$ cat src/rtl/keccak_absorb_buffer_pkg.sv
// Shared types, constants and the pad10*1 lane helper for the Keccak absorb stage.
package keccak_absorb_buffer_pkg;

  localparam int unsigned KEC_N     = 64;
  localparam int unsigned NUM_PLANE = 5;
  localparam int unsigned NUM_SHEET = 5;

  typedef logic [KEC_N-1:0] k_lane;

  typedef enum logic [1:0] {
    FILL,
    PAD,
    FULL
  } absorb_state_e;

  localparam logic [7:0] DS_SHA3   = 8'h06;
  localparam logic [7:0] DS_SHAKE  = 8'h1F;
  localparam logic [7:0] DS_KECCAK = 8'h01;

  // Keeps bytes below nbytes, places ds at byte nbytes, zeroes the rest;
  // fin sets bit 63 (the closing 1 of pad10*1 when this is the last rate lane).
  function automatic k_lane pad_lane(k_lane d, logic [3:0] nbytes, logic [7:0] ds, logic fin);
    k_lane r;
    r = '0;
    for (int unsigned b = 0; b < 8; b++) begin
      if (b < {28'b0, nbytes})
        r[8*b +: 8] = d[8*b +: 8];
      else if (b == {28'b0, nbytes})
        r[8*b +: 8] = ds;
      else
        r[8*b +: 8] = 8'h00;
    end
    if (fin)
      r[KEC_N-1] = 1'b1;
    return r;
  endfunction

endpackage

$ cat src/rtl/keccak_absorb_buffer.sv
// Packs a 64-bit lane stream into rate blocks with inline pad10*1 and hands
// each block to the permutation core over a valid/ready handshake.
module keccak_absorb_buffer
  import keccak_absorb_buffer_pkg::*;
#(
  parameter int unsigned RATE_WORDS = 17,
  parameter logic [7:0]  DS_BYTE    = DS_SHA3
) (
  input  logic                        clk,
  input  logic                        rst_n,
  input  logic                        in_valid,
  output logic                        in_ready,
  input  logic [KEC_N-1:0]            in_data,
  input  logic                        in_last,
  input  logic [3:0]                  in_bytes,
  output logic                        blk_valid,
  input  logic                        blk_ready,
  output logic [RATE_WORDS*KEC_N-1:0] blk_data,
  output logic                        blk_last
);

  localparam int unsigned     CW       = $clog2(RATE_WORDS);
  localparam logic [CW-1:0]   LAST     = CW'(RATE_WORDS - 1);
  localparam k_lane           TOP_BIT  = {1'b1, {(KEC_N-1){1'b0}}};

  absorb_state_e   state, state_nxt;
  logic [CW-1:0]   cnt;
  logic            pad_pend;
  k_lane           lanes [RATE_WORDS];

  logic            in_fire;
  logic            blk_fire;
  logic            short_last;
  logic            pad_now;
  logic            at_last;
  k_lane           pad_word;

  always_comb begin
    state_nxt  = state;
    in_ready   = (state == FILL);
    blk_valid  = (state == FULL);
    in_fire    = in_valid & in_ready;
    blk_fire   = blk_valid & blk_ready;
    short_last = in_last & (in_bytes < 4'd8);
    at_last    = (cnt == LAST);
    pad_now    = (state == PAD) | (in_fire & short_last);
    pad_word   = (state == PAD) ? pad_lane('0, 4'd0, DS_BYTE, at_last)
                                : pad_lane(in_data, in_bytes, DS_BYTE, at_last);
    case (state)
      FILL: begin
        if (in_fire) begin
          if (short_last)
            state_nxt = FULL;
          else if (at_last)
            state_nxt = FULL;
          else if (in_last)
            state_nxt = PAD;
        end
      end
      PAD:     state_nxt = FULL;
      FULL: begin
        if (blk_fire)
          state_nxt = pad_pend ? PAD : FILL;
      end
      default: state_nxt = FILL;
    endcase
  end

  always_ff @(posedge clk or negedge rst_n) begin
    if (!rst_n)
      state <= FILL;
    else
      state <= state_nxt;
  end

  // The padding path serves both an inline short last word and the PAD state:
  // the word at cnt is replaced, lanes above are cleared, the top bit is closed.
  always_ff @(posedge clk or negedge rst_n) begin
    if (!rst_n) begin
      cnt      <= '0;
      pad_pend <= 1'b0;
      blk_last <= 1'b0;
      for (int unsigned i = 0; i < RATE_WORDS; i++)
        lanes[i] <= '0;
    end else if (pad_now) begin
      lanes[cnt] <= pad_word;
      for (int unsigned i = 0; i < RATE_WORDS; i++)
        if (i > 32'(cnt))
          lanes[i] <= '0;
      if (!at_last)
        lanes[LAST] <= TOP_BIT;
      blk_last <= 1'b1;
      pad_pend <= 1'b0;
    end else if (in_fire) begin
      lanes[cnt] <= in_data;
      if (!at_last) begin
        cnt <= cnt + 1'b1;
      end else begin
        blk_last <= 1'b0;
        pad_pend <= in_last;
      end
    end else if (blk_fire) begin
      cnt      <= '0;
      blk_last <= 1'b0;
      for (int unsigned i = 0; i < RATE_WORDS; i++)
        lanes[i] <= '0;
    end
  end

  always_comb begin
    blk_data = '0;
    for (int unsigned i = 0; i < RATE_WORDS; i++)
      blk_data[KEC_N*i +: KEC_N] = lanes[i];
  end

  a_in_bytes_legal: assert property (@(posedge clk) disable iff (!rst_n)
    (in_valid && in_last) |-> (in_bytes <= 4'd8));

endmodule

$ cat config.mk
export PLATFORM = sky130hd
export DESIGN_NAME = keccak_absorb_buffer
export DESIGN_NICKNAME = d
export VERILOG_FILES = /design/src/rtl/keccak_absorb_buffer_pkg.sv /design/src/rtl/keccak_absorb_buffer.sv
export SDC_FILE = /design/constraint.sdc
export NUM_CORES = 2
export LEC_CHECK = 0
export ABC_AREA = 1
export CAP_MARGIN = 25
export CORE_AREA = 2 2 447 449
export CTS_BUF_LIST = sky130_fd_sc_hd__clkbuf_8
export DETAILED_ROUTE_END_ITERATION = 6
export DIE_AREA = 0 0 449 451
export PLACE_DENSITY = 0.54
export SKIP_LAST_GASP = 1
export SYNTH_ARGS = -nofsm -noshare
export SYNTH_HDL_FRONTEND = slang
export SYNTH_SLANG_ARGS = --single-unit
$ cat constraint.sdc
create_clock -name clk -period 1.68 [get_ports clk]
set_input_delay 0.168 -clock clk [delete_from_list [all_inputs] [get_ports clk]]
set_output_delay 0.168 -clock clk [all_outputs]
set_load 0.02 [all_outputs]
; ---- Yosys cells after proc, flatten, opt, wreduce, memory -nomap -nowiden
; Cells that the tools add are included.
[totals]
reg_bits = 1097
out_inout_bits = 1091
[classes]
add_sub_neg = 1
magnitude_cmp = 27
n_eq_ne = 15
mux = 60
n_bitwise = 7
n_reduce_logical = 11
[ops]
columns = cell, count
row1 = two-way mux 1088 bit, 3
row2 = bitwise mux 1088 bit, 2
row3 = two-way mux 64 bit, 19
row4 = demux 64 bit (select 5 bit), 1
row5 = two-way mux 8 bit, 8
row6 = > comparator 4 x 5 -> 1 bit (first input constant), 8
row7 = two-way mux 3 bit, 8
row8 = > comparator 3 x 5 -> 1 bit (first input constant), 4
row9 = equality test 3 x 4 -> 1 bit (first input constant), 4
row10 = less-than comparator 3 x 4 -> 1 bit (first input constant), 4
row11 = two-way mux 5 bit, 3
row12 = > comparator 2 x 5 -> 1 bit (first input constant), 2
row13 = two-way mux 1 bit, 10
row14 = two-way mux 2 bit, 5
row15 = equality test 2 x 4 -> 1 bit (first input constant), 2
row16 = less-than comparator 1 x 4 -> 1 bit (first input constant), 2
row17 = less-than comparator 2 x 4 -> 1 bit (first input constant), 2
row18 = >= comparator 6 bit (second input constant), 1
row19 = less-than comparator 6 x 1 -> 1 bit (second input constant), 1
row20 = inverter 5 -> 6 bit, 1
row21 = case mux 2 bit (3 select lines), 1
row22 = AND reduction 3 bit, 2
row23 = nonzero test 2 bit, 3
row24 = adder 5 x 1 -> 5 bit (second input constant), 1
row25 = other kinds (19), 24

; ---- Logic depth before layout (Yosys ltp)
[logic_depth]
word_depth = 9
mapped_depth = 11

; ---- Worst setup path before layout
; OpenSTA, ideal clock, no wires.
[synth_path]
path_kind = flip-flop to flip-flop
startpoint = reg cnt[0]
endpoint = reg lanes, in the netlist blk_data[1067]
setup_ns = 0.134
t_arrival_ns = 1.717
path_slack_ns = -0.171
stages_incl_launch_ff = 12
n_path_buf = 2
path_cell_list = dfrtp_1 inv_1 ha_1 nand3_1 inv_1 nand2_1 inv_1 nor2_1 buf_4 buf_4 nand2_1 o21ai_0
[synth_between]
elab_chain_len = 9
[synth_rtl]
columns = element, line_no
row1 = "start, declared", keccak_absorb_buffer.sv:27  ; logic [CW-1:0] cnt;
row2 = "start signal, assigned", keccak_absorb_buffer.sv:97  ; cnt <= cnt + 1'b1;
row3 = inverter 5 -> 6 bit (not written as such), "keccak_absorb_buffer.sv:86, keccak_absorb_buffer.sv:95"
row4 = >= comparator 6 bit (not written as such) or less-than comparator 6 x 1 -> 1 bit (tied branches), "keccak_absorb_buffer.sv:86, keccak_absorb_buffer.sv:95"
row5 = logical AND 1 bit (not written as such), "keccak_absorb_buffer.sv:86, keccak_absorb_buffer.sv:95"
row6 = two-way mux 64 bit (not written as such), "keccak_absorb_buffer.sv:86, keccak_absorb_buffer.sv:95"
row7 = demux 64 bit (select 5 bit), "keccak_absorb_buffer.sv:86, keccak_absorb_buffer.sv:95"
row8 = bitwise mux 1088 bit, keccak_absorb_buffer.sv:86  ; lanes[cnt] <= pad_word;
row9 = two-way mux 64 bit, keccak_absorb_buffer.sv:88  ; if (i > 32'(cnt))
row10 = two-way mux 64 bit, keccak_absorb_buffer.sv:90  ; if (!at_last)
row11 = two-way mux 1088 bit *, keccak_absorb_buffer.sv:85  ; end else if (pad_now) begin
row12 = "end signal, assigned by index", keccak_absorb_buffer.sv:86
row13 = "end signal, assigned by index", keccak_absorb_buffer.sv:95  ; lanes[cnt] <= in_data;
row14 = "end, declared", keccak_absorb_buffer.sv:29  ; k_lane lanes [RATE_WORDS];
; Mark *: on every way between the ends. The rest lies on a longest branch, timed or not.
; A chain may end at the register's enable or synchronous reset.

; ---- Worst setup path after layout
[layout_path]
startpoint = reg cnt[1]
endpoint = reg lanes, in the netlist blk_data[984]
[layout_between]
elab_chain_len = 8
[layout_rtl]
columns = element, line_no
row1 = inverter 5 -> 6 bit (not written as such), "keccak_absorb_buffer.sv:86, keccak_absorb_buffer.sv:95"
row2 = >= comparator 6 bit (not written as such) or less-than comparator 6 x 1 -> 1 bit (tied branches), "keccak_absorb_buffer.sv:86, keccak_absorb_buffer.sv:95"
row3 = logical AND 1 bit (not written as such), "keccak_absorb_buffer.sv:86, keccak_absorb_buffer.sv:95"
row4 = two-way mux 64 bit (not written as such), "keccak_absorb_buffer.sv:86, keccak_absorb_buffer.sv:95"
row5 = demux 64 bit (select 5 bit), "keccak_absorb_buffer.sv:86, keccak_absorb_buffer.sv:95"
row6 = bitwise mux 1088 bit (on tied branches), "keccak_absorb_buffer.sv:95, keccak_absorb_buffer.sv:86"
row7 = two-way mux 1088 bit or two-way mux 64 bit (tied branches), "keccak_absorb_buffer.sv:94, keccak_absorb_buffer.sv:88"
row8 = two-way mux 1088 bit *, keccak_absorb_buffer.sv:85
; Marks and branches as above.

==> results_dict.tcl <==
set metrics [dict create \
    clockRootBuffer "clkbuf_8" \
    worstSkewPairLatency_ns 1.02 \
    nets 7940 \
    fin_crit_ns 2.14 \
    clk_path_buf_depth 3 \
    drt-wirelength-per-cell_um 28.8 \
    first_iter_violations 6124 \
    end_kind "register" \
    detail-route-antenna-nets 0 \
    final_common_cell "nand2_1" \
    grt_use_total 0.289 \
    dr.pass1.iters 6 \
    finalMaxSlewViolations 0 \
    synth_cells 5935 \
    critical_path_required_ns 2.63 \
    synth_ff_type "dfrtp_1" \
    power_leakage_nw 44.5 \
    synth-async-reset-ratio 1.00 \
    initial_core_util 0.243 \
    rsz0062_at_grt "true" \
    synth_enable_flop_cells 0 \
    num_rows 164 \
    post-dp-hpwl_um 220000 \
    routed_wl_um 308000 \
    ir_worst_vdd_uv 922 \
    maxCapViolCount 0 \
    grt_max_degree 83 \
    synth.avg_cell_area_um2 8.12 \
    dpl_cell_area_um2 70200 \
    path_clk_slew_ns 0.06 \
    yosysTopAreaCell "dfrtp_1" \
    vias 53381 \
    grt_pass1_vias 50627 \
    antenna_found_initial 30 \
    syn_nets 6012 \
    relSlewSlack 0.308 \
    globalRouteOverflowTotal 0 \
    globalplace.congestion 0.931 \
    die-width_um 449 \
    violations "negative setup slack" \
    fmax_ghz 0.468 \
    core_area_um2 198000 \
    drc 0 \
    yosysUniqueCellTypes 32 \
    clkSinkCount 1097 \
    hold_viol_final 0 \
    dieArea_um2 202000 \
    ys_warn_count 0 \
    seq_area_frac_synth 0.569 \
    grt_pass1_wl_um 412000 \
    h-tree-depth 4 \
    syn_to_final_growth_pct 61.0 \
    dp_slack_ns -0.972 \
    cts_tree "built" \
    ios 1164 \
    top_layer_used "met5" \
    design_area_um2 77600 \
    met3WireLength_um 26800 \
    yosys-top-cells-area "dfrtp_1, nand2_1, nand3_1" \
    viasPerCell 4.99 \
    met2_length_um 137000 \
    layout_common_cells "nand2_1, nand3_1, dfrtp_1, dlygate4sd2_1, buf_4" \
    tightestPinTransition_ns 1.03 \
    layout-drive-gt1-share 0.237 \
    status "finished with violations" \
    worstSetupPathType "register to register" \
    setup_viol 2187 \
    worstPathMaxFanout 30 \
    synth_area_um2 48200 \
    hold_slack_ns 0.0594 \
    die_y_um 451 \
    fin_crit_sh 1.27 \
    yosysTopAreaCellShare 0.569 \
    fin_ws_ns -0.457 \
    cp.arrival_ns 3.09 \
    ys_seq_elements 1097 \
    numCtsBuffers 195 \
    hp-class "input port to register" \
    crit_path_start_kind "register" \
    powerDensity_nw_per_um2 1340 \
    fin_skew_ns 0.0402 \
    io_buffers 1163 \
    wl_met1_um 121000 \
]
-- flip-flops by register name, indices dropped and copies added, names as in the netlist --
signal and cells:
blk_data 1088, blk_last 1, cnt 5, pad_pend 1
state 2
-- layer usage --
metal,track usage,vias up
li1,-,23019
met1,0.361,26370
met2,0.444,3228
met3,0.0662,744
met4,0.197,20
met5,0,-
-- cell families after synthesis --
| family | Yosys count | share of synthesized area |
|---|---|---|
| DFF | 1097 | 0.569 |
| buffers and inverters | 584 | 0.0529 |
| adders and majority gates | 4 | 0.00104 |
| and+or+nand+nor | 3878 | 0.336 |
| AOI/OAI and AO/OA | 372 | 0.0405 |
-- worst paths after layout --
path                                     from             to  slack [ns]  depth (start not counted)
max in group asynchronous               rst_n  blk_data[109]        0.37                          6
worst max-delay path                   cnt[1]  blk_data[984]       -0.46                          8
worst min register to register  blk_data[440]  blk_data[440]        0.46                          2
worst max register to register         cnt[1]  blk_data[984]       -0.46                          8
worst min-delay path              in_data[42]  blk_data[746]        0.06                          5
min in group asynchronous               rst_n  blk_data[258]        0.45                          4
-- Yosys cell counts, types with 17 or more instances --
master and n:
o21ai_0 259, clkbuf_1 122, nand4_1 17, o21ai_1 50, buf_1 21, nand2_2 26, buf_2 248, nor2_1 138
a21oi_1 37, o21ai_2 17, nand2_1 2536, dfrtp_1 1097, inv_1 169, nand3_1 1125
-- power breakdown --
part,internal [W],leakage (nW),total (W),switching (W)
clock,0.0140,2.32,0.0268,0.0128
combinational,0.0177,26.9,0.0478,0.0301
sequential,0.0282,15.2,0.0296,0.00148
-- per-stage QoR --
stage / total power [W] / std cells / setup TNS [ns] / utilization
6_report: 0.104 / 10688 / -553.08 / 0.391
5_1_grt: 0.107 / 10676 / -720.77 / 0.391
4_1_cts: 0.101 / 10625 / -741.18 / 0.386
3_5_place_dp: 0.0714 / 10090 / -734.59 / 0.354
3_3_place_gp: 0.0712 / 10090 / -725.50 / 0.354
2_1_floorplan: 0.0457 / 5935 / -60.71 / -
-- worst max-delay path, cell delays in order (launching register included) --
cell and delay (ns):
dfrtp_1 0.37, buf_4 0.16, nand2_1 0.20, o21ai_4 0.24, buf_4 0.51, nand3_1 0.13
o21ai_0 0.28, inv_1 0.09, nand2_1 0.06
-- layout make-up --
cell class                      count  area, µm²
Multi-Input combinational cell   4254      19200
Sequential cell                  1097      27500
Tap cell                         2656       3320
Clock buffer                      251       3450
Clock inverter                     93        632
Inverter                          181        704
Antenna cell                       22       55.1
Timing Repair Buffer             2134      22700
Fill cell                       20301     121000
-- what timing repair did --
action,CTS,global route
hold buffers,44,0
endpoints found under the setup margin,2187,2188
buffers inserted,131,25
endpoints found under the hold margin,1278,0
pin swaps,20,27
resized for setup,3276,146
cloned,16,20
Note: power is estimated with default switching activity, not from simulation.
